--- src/rtl/ppi_hs.sv ---
// ppi_hs: clocked, parametrised 8255-style peripheral interface.
//
// Provides NPORTS independent WIDTH-bit ports. Each port can be programmed at
// run time as basic input, basic output, strobed input (STB/IBF) or strobed
// output (OBF/ACK). Strobed ports have their own interrupt and overrun flags.
//
// Ports:
//   Clk      - system clock, all state changes on the rising edge
//   nReset   - asynchronous active-low reset
//   nCs/nRe/nWr - CPU chip select, read and write strobes (active low)
//   A        - register address: 0..NPORTS-1 = port, NPORTS = control/status
//   DIn      - CPU write data
//   DOut     - registered CPU read data, held until the next read
//   PortIn   - peripheral input data, port p at [p*WIDTH +: WIDTH]
//   PortOut  - peripheral output latches, same packing as PortIn
//   PortOe   - 1 when port p is in an output mode
//   nStb     - strobed-input strobes (active low)
//   nAck     - strobed-output acknowledges (active low)
//   Ibf      - input buffer full
//   nObf     - output buffer full (active low)
//   Intr     - per-port interrupt
//   IntrAny  - OR of Intr
module ppi_hs #(
  parameter int WIDTH  = 8,
  parameter int NPORTS = 3,
  parameter int AW     = 2
) (
  input  logic                     Clk,
  input  logic                     nReset,
  input  logic                     nCs,
  input  logic                     nRe,
  input  logic                     nWr,
  input  logic [AW-1:0]            A,
  input  logic [WIDTH-1:0]         DIn,
  output logic [WIDTH-1:0]         DOut,
  input  logic [NPORTS*WIDTH-1:0]  PortIn,
  output logic [NPORTS*WIDTH-1:0]  PortOut,
  output logic [NPORTS-1:0]        PortOe,
  input  logic [NPORTS-1:0]        nStb,
  input  logic [NPORTS-1:0]        nAck,
  output logic [NPORTS-1:0]        Ibf,
  output logic [NPORTS-1:0]        nObf,
  output logic [NPORTS-1:0]        Intr,
  output logic                     IntrAny
);

  localparam int IW = (NPORTS > 1) ? $clog2(NPORTS) : 1;

  localparam logic [1:0] M_BIN  = 2'b00;
  localparam logic [1:0] M_BOUT = 2'b01;
  localparam logic [1:0] M_SIN  = 2'b10;
  localparam logic [1:0] M_SOUT = 2'b11;

  // Per-port state
  logic [NPORTS-1:0][1:0]       mode_q, mode_d;
  logic [NPORTS-1:0]            ie_q, ie_d;
  logic [NPORTS-1:0][WIDTH-1:0] out_q, out_d;
  logic [NPORTS-1:0][WIDTH-1:0] in_q, in_d;
  logic [NPORTS-1:0]            ibf_q, ibf_d;
  logic [NPORTS-1:0]            nobf_q, nobf_d;
  logic [NPORTS-1:0]            intr_q, intr_d;
  logic [NPORTS-1:0]            ovr_q, ovr_d;

  logic [IW-1:0]                sel_q, sel_d;
  logic [WIDTH-1:0]             dout_q, dout_d;

  // Bus strobe edge detection
  logic wr_prev_q, rd_prev_q;
  logic wr_act, rd_act, wr_det, rd_det, is_ctl;

  // Handshake synchronizers. Reset to 0 so a strobe held low across reset
  // release looks "already low" and needs a fresh high-to-low transition.
  logic [NPORTS-1:0] stb_s1_q, stb_s2_q, stb_s3_q;
  logic [NPORTS-1:0] ack_s1_q, ack_s2_q, ack_s3_q;
  logic [NPORTS-1:0] stb_fall, ack_fall;

  logic [IW-1:0] cidx;
  logic          cvalid;
  logic [5:0]    stat6;

  assign wr_act = ~nCs & ~nWr;
  assign rd_act = ~nCs & ~nRe;
  assign wr_det = wr_act & ~wr_prev_q;
  // A write detected together with a read swallows the read.
  assign rd_det = rd_act & ~rd_prev_q & ~wr_det;
  assign is_ctl = (int'(A) == NPORTS);

  assign stb_fall = stb_s3_q & ~stb_s2_q;
  assign ack_fall = ack_s3_q & ~ack_s2_q;

  assign cidx   = DIn[3 +: IW];
  assign cvalid = (int'(cidx) < NPORTS);

  always_comb begin
    mode_d = mode_q;
    ie_d   = ie_q;
    out_d  = out_q;
    in_d   = in_q;
    ibf_d  = ibf_q;
    nobf_d = nobf_q;
    intr_d = intr_q;
    ovr_d  = ovr_q;
    sel_d  = sel_q;
    dout_d = dout_q;
    stat6  = '0;

    for (int p = 0; p < NPORTS; p++) begin
      if (int'(sel_q) == p) begin
        stat6 = {intr_q[p], ovr_q[p],
                 (mode_q[p] == M_SIN) ? ibf_q[p] :
                 (mode_q[p] == M_SOUT) ? ~nobf_q[p] : 1'b0,
                 ie_q[p], mode_q[p]};
      end
    end

    if (rd_det) begin
      dout_d = is_ctl ? WIDTH'(stat6) : '0;
    end

    for (int p = 0; p < NPORTS; p++) begin
      logic wr_p, rd_p;
      wr_p = wr_det & (int'(A) == p);
      rd_p = rd_det & (int'(A) == p);

      if (rd_p) begin
        case (mode_q[p])
          M_BIN:   dout_d = PortIn[p*WIDTH +: WIDTH];
          M_SIN:   dout_d = in_q[p];
          default: dout_d = out_q[p];
        endcase
      end

      // Status read clears overrun; a same-cycle overrun event below re-sets it.
      if (rd_det && is_ctl && (int'(sel_q) == p)) begin
        ovr_d[p] = 1'b0;
      end

      case (mode_q[p])
        M_BOUT: begin
          if (wr_p) out_d[p] = DIn;
        end
        M_SIN: begin
          if (stb_fall[p]) begin
            // A coincident read empties the buffer, so the new strobe is not an overrun.
            if (!ibf_q[p] || rd_p) begin
              in_d[p]  = PortIn[p*WIDTH +: WIDTH];
              ibf_d[p] = 1'b1;
              if (ie_q[p]) intr_d[p] = 1'b1;
            end else begin
              ovr_d[p] = 1'b1;
            end
          end else if (rd_p) begin
            ibf_d[p]  = 1'b0;
            intr_d[p] = 1'b0;
          end
        end
        M_SOUT: begin
          if (wr_p) begin
            out_d[p]  = DIn;
            nobf_d[p] = 1'b0;
            intr_d[p] = 1'b0;
            if (!nobf_q[p]) ovr_d[p] = 1'b1;
          end else if (ack_fall[p] && !nobf_q[p]) begin
            nobf_d[p] = 1'b1;
            if (ie_q[p]) intr_d[p] = 1'b1;
          end
        end
        default: ;
      endcase

      if (wr_det && is_ctl && cvalid && (int'(cidx) == p)) begin
        mode_d[p] = DIn[1:0];
        ie_d[p]   = DIn[2];
        out_d[p]  = '0;
        ibf_d[p]  = 1'b0;
        nobf_d[p] = 1'b1;
        intr_d[p] = 1'b0;
        ovr_d[p]  = 1'b0;
      end
    end

    if (wr_det && is_ctl && cvalid) begin
      sel_d = cidx;
    end
  end

  always_ff @(posedge Clk or negedge nReset) begin
    if (!nReset) begin
      mode_q    <= '0;
      ie_q      <= '0;
      out_q     <= '0;
      in_q      <= '0;
      ibf_q     <= '0;
      nobf_q    <= '1;
      intr_q    <= '0;
      ovr_q     <= '0;
      sel_q     <= '0;
      dout_q    <= '0;
      wr_prev_q <= 1'b0;
      rd_prev_q <= 1'b0;
      stb_s1_q  <= '0;
      stb_s2_q  <= '0;
      stb_s3_q  <= '0;
      ack_s1_q  <= '0;
      ack_s2_q  <= '0;
      ack_s3_q  <= '0;
    end else begin
      mode_q    <= mode_d;
      ie_q      <= ie_d;
      out_q     <= out_d;
      in_q      <= in_d;
      ibf_q     <= ibf_d;
      nobf_q    <= nobf_d;
      intr_q    <= intr_d;
      ovr_q     <= ovr_d;
      sel_q     <= sel_d;
      dout_q    <= dout_d;
      wr_prev_q <= wr_act;
      rd_prev_q <= rd_act;
      stb_s1_q  <= nStb;
      stb_s2_q  <= stb_s1_q;
      stb_s3_q  <= stb_s2_q;
      ack_s1_q  <= nAck;
      ack_s2_q  <= ack_s1_q;
      ack_s3_q  <= ack_s2_q;
    end
  end

  always_comb begin
    for (int p = 0; p < NPORTS; p++) begin
      PortOe[p] = mode_q[p][0];
    end
  end

  assign PortOut = out_q;
  assign DOut    = dout_q;
  assign Ibf     = ibf_q;
  assign nObf    = nobf_q;
  assign Intr    = intr_q;
  assign IntrAny = |intr_q;

endmodule

--- config.mk ---
export PLATFORM = sky130hd
export DESIGN_NAME = ppi_hs
export DESIGN_NICKNAME = d
export VERILOG_FILES = /design/src/rtl/ppi_hs.sv
export SDC_FILE = /design/constraint.sdc
export NUM_CORES = 1
export LEC_CHECK = 0
export CAP_MARGIN = 30
export CELL_PAD_IN_SITES_DETAIL_PLACEMENT = 0
export CELL_PAD_IN_SITES_GLOBAL_PLACEMENT = 1
export CORE_MARGIN = 4
export CORE_UTILIZATION = 44
export CTS_CLUSTER_DIAMETER = 100
export DETAILED_ROUTE_END_ITERATION = 10
export PLACE_DENSITY = 0.83
export SLEW_MARGIN = 20
export SYNTH_ARGS = -nofsm -noshare
export SYNTH_HDL_FRONTEND = slang
export SYNTH_SLANG_ARGS = --single-unit
export TNS_END_PERCENT = 20
--- constraint.sdc ---
create_clock -name Clk -period 4.5 [get_ports Clk]
set_input_delay 0.9 -clock Clk [delete_from_list [all_inputs] [get_ports Clk]]
set_output_delay 0.9 -clock Clk [all_outputs]
set_load 0.02 [all_outputs]
==> qor.yml, run 1 <==
run:
  max_cap_violations: 0
clocking:
  postCtsSetupBuffers: 0
  root_buffer: "clkbuf_8"
  clk_pin_slew_ns: 0.10
  cts_max_level: 3
  clock_sinks: 99
  hold_buffers: 0
  worstSkewPairLatency_ns: 0.37
  cts-buffers-inserted: 9
  cts_tree: "built"
  cts_resized: 0
  clockBufferDepth: 2
global_routing:
  track_usage: 0.2154
  antenna_found_initial: 0
  grt_pass1_wl_mm: 21.22
  gr-total-overflow: 0
  grt_max_degree: 75
  grt_pass1_vias: 3919
drt:
  antenna_left: 0
  initialDrtViolationCount: 267
  first_pass_iters: 5
  num_vias: 3840
  wl_per_cell_um: 19.55
  routed_wl_mm: 13.39
  vias_per_cell: 5.606
  drc_errors: 0
synth:
  synth_seq_cells: 99
  async_reset_ff_frac: 1.000
  synth_area_leaders: "dfrtp_1, mux2_1, mux2i_1, nand2_1, a21oi_1"
  synthesis.nets: 510
  syn_inst: 465
  yosys_most_used_dff: "dfrtp_1"
  netlist_area_um2: 4847
  synth_top_area_frac: 0.4956
  synth_area_leader_cell: "dfrtp_1"
  yosysWarnings: 0
  ys_seq_area_frac: 0.5119
  postSynthAreaPerCell_um2: 10.42
  synth_edf_count: 0
  synthDistinctLibCells: 59
sta:
  rsz0062_at_grt: "false"
  fin_skew_ns: 0.007496
  min_period_over_period: 0.7072
  drv_slew: 0
  fin_crit_ns: 3.183
  slew_headroom: 0.4451
  worst_pin_slew_ns: 0.8262
  hold_viol_final: 0
  finalSetupViolCount: 0
  max_freq_ghz: 0.3142
  finalSetupTns_ns: 0
min_path:
  hold_path.class: "flip-flop to flip-flop"
  hold_path_end: "ack_s2_q[2]"
  min_path_cells: 0
  hp-start: "ack_s1_q[2]"
placed_design:
  dpl_cell_area_um2: 5778
  io_buffers: 89
  globalplace.congestion: 0.8715
  dpl.hpwl_mm: 9.783
  place_inst: 668
floorplanning:
  die-area_um2: 12760
  fp.dieW_um: 113.0
  io_pins: 90
  die_y_um: 113.0
  core_um2: 10790
  rows: 38
  initial_core_util: 0.4491
power:
  powerDensity_nw_per_um2: 467.1
  p_total_uw: 2825
  ir_drop_mv: 0.2027
  leakage_uw: 0.002553
setup_path:
  crit_required_ns: 4.76
  r2r-end: "mode_q[5]"
  cp-end-kind: "flip-flop"
  worstReg2RegStart: "wr_prev_q"
  cp-start-kind: "primary input"
  crit_arrival_ns: 3.44
  r2r_cells: 4
  path_class: "primary input to flip-flop"
  crit_path_max_fanout: 15
  r2r_slack_ns: 2.17
final_layout:
  area_delta_synth_final_pct: 24.75
  drive_gt1_frac: 0.07890
  final_cells: 685
  num_antenna_cells: 0
  finalNetCount: 585
  stdcell_area_um2: 6047
run_status:
  status: "complete, no violations"
## worst max-delay path by stage
stage                     cells past startpoint  start        end  slack, ns
after floorplan                               6    nCs  PortOe[2]       2.22
after global placement                        5   A[1]  mode_q[5]       1.05
after detailed placement                      5   A[1]  mode_q[5]       0.93
after CTS                                     5   A[1]  mode_q[5]       1.34
after global routing                          5   A[1]  mode_q[5]       1.17
final                                         5   A[1]  mode_q[5]       1.32
## sequential cells by signal, indices dropped and copies added (netlist names)
| signal | cells |
|---|---|
| ack_s3_q | 3 |
| wr_prev_q | 1 |
| ack_s2_q | 3 |
| ack_s1_q | 3 |
| stb_s3_q | 3 |
| ie_q | 3 |
| in_q | 24 |
| Ibf | 3 |
| DOut | 8 |
| nObf | 3 |
| rd_prev_q | 1 |
| sel_q | 2 |
| stb_s2_q | 3 |
| PortOe | 3 |
| ovr_q | 3 |
| PortOut | 24 |
| Intr | 3 |
| stb_s1_q | 3 |
| mode_q | 3 |
## stage by stage
stage            util  setup WS [ns]  hold WS (ns)
2_1_floorplan       -          2.220        0.3312
3_3_place_gp   0.5354          1.050        0.3331
3_5_place_dp   0.5354         0.9301        0.3347
4_1_cts        0.5584          1.338        0.3580
5_1_grt        0.5603          1.170        0.3643
6_report       0.5603          1.317        0.3556
## kinds of logic after synthesis
| kind of cell | after synthesis | synth area share |
|---|---|---|
| AOI/OAI and AO/OA | 106 | 0.1381 |
| buffers and inverters | 40 | 0.03975 |
| DFF | 99 | 0.5119 |
| muxes | 73 | 0.1624 |
| and+or+nand+nor | 147 | 0.1479 |
## layer usage
| metal | part of all wire | up-vias | track usage | wire [µm] |
|---|---|---|---|---|
| li1 | - | 1804 | - | - |
| met1 | 0.44 | 1895 | 0.2905 | 5869 |
| met2 | 0.48 | 115 | 0.3381 | 6403 |
| met3 | 0.056 | 26 | 0.04706 | 750 |
| met4 | 0.027 | 0 | 0.08974 | 367 |
| met5 | 0 | - | 0 | 0 |
## layout make-up
cell class                 count  area [µm²]
fill                         948        4746
sequential                    99        2481
multi-input combinational    326        2173
timing repair buffer          92       923.4
tap                          140       175.2
clock buffer                  10       137.6
clock inverter                 6       111.4
inverter                      12       45.04
## critical path, stage by stage
cell             delay (ns)
clkdlybuf4s50_1        0.89
nand2_1                0.41
nor3_4                 0.31
and2_1                 0.54
mux2_1                 0.38
## cell usage in the layout, fill, tap and decap left out, types with 3 or more instances in the layout
master,synthesis,layout
bufinv_16,0,3
nor2_1,33,33
or2_1,3,3
o21ai_1,12,12
inv_2,3,3
a21oi_1,36,36
dfstp_2,3,3
nor3_1,6,6
nand3_1,7,7
dfrtp_1,96,96
mux2_1,33,33
buf_4,6,3
clkbuf_8,0,10
o211ai_1,5,5
or3_1,3,3
mux2i_1,37,37
nor2b_1,6,6
a41oi_1,3,3
nand2b_1,4,4
clkdlybuf4s50_1,0,88
o21ai_0,15,15
nand2_1,65,65
and2_1,3,3
inv_1,9,9
a22oi_1,3,3
a31oi_1,4,4
nor2_2,4,4
## power breakdown
group	switching (µW)	internal, µW
clock	320	386
sequential	216	1070
combinational	415	418
total	950	1870
## Yosys cell counts, types with 2 or more instances
library cell	n
or3_1	3
buf_2	16
nor3b_1	2
a22o_1	2
dfrtp_1	96
a22oi_1	3
nand3_1	7
mux2_1	33
clkbuf_1	5
o221ai_1	2
and2_1	3
o211ai_1	5
o2bb2ai_1	2
nor2_2	4
nor2_1	33
nand2_1	65
o21ai_1	12
mux2_2	2
inv_1	9
nand2b_1	4
mux2i_1	37
o41ai_1	2
a41oi_1	3
nor2b_1	6
a21oi_1	36
o21ai_0	15
buf_4	6
a31oi_1	4
a311oi_1	2
inv_2	3
nor4_4	2
or2_1	3
o22ai_1	2
nor3_2	2
dfstp_2	3
a21o_1	2
a211oi_1	2
nor3_1	6
(Power assumes the default switching activity.)
==> run 2, diff against run 1 <==
--- a/config.mk
+++ b/config.mk
@@ -9,10 +9,10 @@
 export CELL_PAD_IN_SITES_DETAIL_PLACEMENT = 0
 export CELL_PAD_IN_SITES_GLOBAL_PLACEMENT = 1
 export CORE_MARGIN = 4
-export CORE_UTILIZATION = 44
+export CORE_UTILIZATION = 37
 export CTS_CLUSTER_DIAMETER = 100
 export DETAILED_ROUTE_END_ITERATION = 10
-export PLACE_DENSITY = 0.83
+export PLACE_DENSITY = 0.74
 export SLEW_MARGIN = 20
 export SYNTH_ARGS = -nofsm -noshare
 export SYNTH_HDL_FRONTEND = slang
==> constraint.sdc (replaced) <==
create_clock -name Clk -period 2.6 [get_ports Clk]
set_input_delay 0.52 -clock Clk [delete_from_list [all_inputs] [get_ports Clk]]
set_output_delay 0.52 -clock Clk [all_outputs]
set_load 0.02 [all_outputs]
==> run 2 against run 1 <==
Net effect: sequential share of layout area shrank 1.6 points; final cell count up 8.0%; wire length is 3.8% higher; critical path type is now flip-flop to primary output; hold slack got worse by 0.17 ns.
==> qor.yml, run 2 (synthesis gave the netlist of run 1 again) <==
clocking:
  clock_sinks: 99
  cts_resized: 0
  clk_pin_slew_ns: 0.07
  cts_max_level: 3
  clockBufferDepth: 2
  postCtsSetupBuffers: 0
  worstSkewPairLatency_ns: 0.34
  cts_tree: "built"
  hold_buffers: 0
  cts-buffers-inserted: 9
  root_buffer: "clkbuf_16"
drt:
  antenna_left: 0
  wl_per_cell_um: 18.78
  first_pass_iters: 5
  vias_per_cell: 5.273
  drc_errors: 0
  initialDrtViolationCount: 281
  num_vias: 3902
  routed_wl_mm: 13.90
setup_path:
  worstSetupEndpoint: "PortOe[1]"
  cp-end-kind: "primary output"
  r2r_slack_ns: 0.59
  worstReg2RegStart: "mode_q[3]"
  crit_required_ns: 2.08
  critical_path.slowest_cell: "clkdlybuf4s50_1"
  crit_arrival_ns: 1.74
  r2r-end: "in_q[10]"
  crit_start: "PortOe[1]"
  crit_path_cell_trace: "buf_4 -> clkdlybuf4s50_1"
  cp-start-kind: "flip-flop"
  path_class: "flip-flop to primary output"
  r2r_cells: 3
  max_stage_delay_ns: 0.63
  crit_path_max_fanout: 16
sta:
  fin_crit_ns: 2.263
  min_period_over_period: 0.8704
  whs_ns: 0.1815
  finalSetupTns_ns: 0
  finalSetupViolCount: 0
  hold_viol_final: 0
  drv_slew: 0
  rsz0062_at_grt: "false"
  worst_pin_slew_ns: 0.6401
  max_freq_ghz: 0.4419
  slew_headroom: 0.5733
  fin_skew_ns: 0.005328
  timing.final.ws_setup_ns: 0.3370
global_routing:
  track_usage: 0.1923
  grt_use_met2: 0.2906
  grt-busiest-layer: "met2"
  grt_use_met3: 0.03917
  grt_pass1_wl_mm: 21.85
  met1_usage: 0.2816
  grt_max_degree: 56
  antenna_found_initial: 0
  gr-total-overflow: 0
  grt_pass1_vias: 3875
final_layout:
  drive_gt1_frac: 0.1127
  final_cell_mix: "dfrtp_1, clkdlybuf4s50_1, nand2_1"
  final_common_cell: "dfrtp_1"
  num_antenna_cells: 0
  finalNetCount: 608
  final_util: 0.4949
  final_cells: 740
  area_delta_synth_final_pct: 29.89
placed_design:
  globalplace.congestion: 0.9041
  io_buffers: 89
  preCtsSetupSlack_ns: 0.1190
  place_inst: 724
  dpl.hpwl_mm: 10.51
run:
  max_cap_violations: 0
floorplanning:
  fp.dieW_um: 122.5
  io_pins: 90
  core_um2: 12720
  rows: 41
  initial_core_util: 0.3810
  die_y_um: 122.5
  die-area_um2: 15000
min_path:
  hold_path.class: "primary input to asynchronous set/reset pin"
run_status:
  status: "complete, no violations"
power:
  ir_drop_mv: 0.3399
  powerDensity_nw_per_um2: 787.8
  leakage_uw: 0.002677
## run 2: cell count changes in the layout (fill, tap and decap cells not counted)
| cell | delta |
|---|---|
| buf_12 | +1 |
| buf_4 | +22 |
| bufinv_16 | -3 |
| clkbuf_1 | +2 |
| clkbuf_16 | +9 |
| clkbuf_8 | -9 |
| clkinv_2 | +1 |
| clkinv_4 | +1 |
| inv_6 | -1 |
## run 2: final cells by class
| cell class | count | area (µm²) |
|---|---|---|
| clock inverters | 4 | 26.28 |
| clock buffers | 12 | 246.5 |
| inverters | 12 | 45.04 |
| well taps | 172 | 215.2 |
| flip-flops and latches | 99 | 2481 |
| fillers | 1214 | 6426 |
| multi-input cells | 326 | 2173 |
| repair buffers | 115 | 1109 |
## run 2: where the power goes
group          internal [µW]  total [µW]  switching, µW
logic                    753        1530            774
registers               1860        2190            331
clock network            674        1240            570
## run 2: worst min-delay path by stage
| stage | from | end | slack, ns | cells after the start |
|---|---|---|---|---|
| CTS | nReset | in_q[9] | 0.20 | 1 |
| detailed placement | stb_s1_q[2] | stb_s2_q[2] | 0.34 | 0 |
| floorplan | nReset | DOut[0] | 0.22 | 0 |
| global route | nReset | in_q[9] | 0.23 | 1 |
| finish | nReset | in_q[9] | 0.18 | 1 |
| global placement | ack_s1_q[0] | ack_s2_q[0] | 0.33 | 0 |
## run 2: per-layer routing
layer  up-vias  routed length [µm]
li1       1852                   -
met1      1911                6401
met2       130                6473
met3         9                 868
met4         0                 157
met5         -                   0
## run 2: through the flow
stage / cell area [µm²] / power, µW
after CTS: 6296 / 5013
after global placement: 6023 / 3732
final: 6296 / 4960
after floorplan: 4847 / 2991
after global routing: 6296 / 5239
after detailed placement: 6023 / 3750
## run 2: critical path: cells and delay by family, from the launching register on
| family | cells | cell delay [ns] |
|---|---|---|
| flops | 1 | 0.50 |
| buf+inv | 2 | 0.90 |
==> run 3, diff against run 2 <==
--- a/config.mk
+++ b/config.mk
@@ -13,6 +13,7 @@
 export CTS_CLUSTER_DIAMETER = 100
 export DETAILED_ROUTE_END_ITERATION = 10
 export PLACE_DENSITY = 0.74
+export REMOVE_ABC_BUFFERS = 1
 export SLEW_MARGIN = 20
 export SYNTH_ARGS = -nofsm -noshare
 export SYNTH_HDL_FRONTEND = slang
==> run 3 against run 2 <==
Net effect: sequential cell count is the same; critical path depth shrank 1; setup slack lost 0.0025 ns; register-to-register slack gained 0.07 ns; combinational power is essentially flat; total power grew 4.1%; count of clock-buffer cells in the layout shrank 2; final cell count grew 1.5%.
==> qor.yml, run 3 (synthesis gave the netlist of run 1 again) <==
setup_path:
  cp_num_buf_inv: 1
  cp-end-kind: "primary output"
  crit_required_ns: 2.08
  crit_path_max_fanout: 17
  path_class: "flip-flop to primary output"
  crit_path_cell_trace: "clkdlybuf4s50_1"
  critical_path.slowest_cell: "clkdlybuf4s50_1"
  max_stage_delay_ns: 0.72
  cp-start-kind: "flip-flop"
  crit_arrival_ns: 1.75
  cp_top_family: "buffers and inverters"
power:
  power_frac_clock: 0.279
  p_seq_frac: 0.424
  internal_power_uw: 3464
  netSwitchingFraction: 0.3294
  ir_drop_mv: 0.3931
  switchingPower_uw: 1702
  p_comb_frac: 0.297
  powerDensity_nw_per_um2: 804.0
  leakage_uw: 0.002740
min_path:
  hold_path.class: "primary input to asynchronous set/reset pin"
run_status:
  status: "complete, no violations"
global_routing:
  grt_pass1_vias: 4005
  antenna_found_initial: 0
  grt_pass1_wl_mm: 22.18
  gr-total-overflow: 0
  track_usage: 0.1964
  grt_max_degree: 54
sta:
  max_freq_ghz: 0.4414
  slew_headroom: 0.6437
  hold_viol_final: 0
  finalSetupTns_ns: 0
  worst_pin_slew_ns: 0.5345
  fin_crit_ns: 2.266
  rsz0062_at_grt: "false"
  finalSetupViolCount: 0
  min_period_over_period: 0.8714
  drv_slew: 0
  fin_skew_ns: 0.003571
drt:
  antenna_left: 0
  num_vias: 3991
  drc_errors: 0
  wl_per_cell_um: 18.67
  initialDrtViolationCount: 275
  vias_per_cell: 5.314
  first_pass_iters: 5
  routed_wl_mm: 14.02
placed_design:
  globalplace.congestion: 0.9536
  io_buffers: 89
  dpl.hpwl_mm: 10.69
final_layout:
  final_util: 0.5050
  final_cell_mix: "dfrtp_1, clkdlybuf4s50_1, nand2_1"
  drive_gt1_frac: 0.1313
  final_common_cell: "dfrtp_1"
  finalNetCount: 619
  num_antenna_cells: 0
  area_delta_synth_final_pct: 32.55
  fill_cells: 1206
clocking:
  cts_max_level: 3
  cts_tree: "built"
  root_buffer: "clkbuf_16"
  clk_pin_slew_ns: 0.07
  clockBufferDepth: 2
  worstSkewPairLatency_ns: 0.35
  postCtsSetupBuffers: 0
  cts_resized: 0
  clock_sinks: 99
  hold_buffers: 0
  cts-buffers-inserted: 9
floorplanning:
  fp.dieW_um: 122.5
  core_um2: 12720
  rows: 41
  io_pins: 90
  die-area_um2: 15000
  die_y_um: 122.5
  initial_core_util: 0.3810
run:
  max_cap_violations: 0
## run 3: cell count changes in the layout (fill, tap and decap cells not counted)
cell,delta
clkinvlp_4,+3
clkbuf_8,-1
buf_4,+11
bufinv_16,+2
clkinv_4,-1
clkbuf_1,-1
clkinv_2,-2
## run 3: metal layers
metal  part of all wire  track usage
met5                  0            0
met4              0.028      0.08397
met3              0.061      0.03687
met2               0.46       0.3002
met1               0.45       0.2737
## run 3: power groups by stage
stage / clock (µW) / sequential (µW) / combinational [µW]
after detailed placement: 0 / 2220 / 1550
final: 1440 / 2190 / 1540
after floorplan: 0 / 2340 / 598
after global placement: 0 / 2210 / 1530
after global routing: 1530 / 2240 / 1670
after CTS: 1480 / 2190 / 1550
## run 3: path summary, 6_finish.rpt
check,start,to,slack (ns),cells past startpoint
worst max-delay path,PortOe[0],PortOe[0],0.33,1
worst min-delay path,nReset,in_q[9],0.02,1
worst max register to register,mode_q[3],in_q[13],0.66,3
worst min register to register,stb_s1_q[0],stb_s2_q[0],0.35,0
max in group asynchronous,nReset,nObf[2],1.87,2
min in group Clk,stb_s1_q[0],stb_s2_q[0],0.35,0
## run 3: area by class of cell
type	instances	area, µm²	share of cell area
sequential	99	2481	0.3862
multi-input combinational	326	2173	0.3383
timing repair buffer	126	1191	0.1854
clock buffer	10	229.0	0.03564
tap	172	215.2	0.03350
clock inverter	6	90.09	0.01402
inverter	12	45.04	0.007011
## run 3: metrics by stage
stage	cell area [µm²]	std cells	total power (µW)	hold WS (ns)	setup slack [ns]
floorplan	4700	437	2939	0.2244	0.4363
global placement	6106	735	3739	0.3321	0.1110
detailed placement	6106	735	3764	0.3347	0.1020
CTS	6425	751	5221	0.01481	0.3210
global route	6425	751	5439	0.02592	0.2498
finish	6425	751	5166	0.02248	0.3344
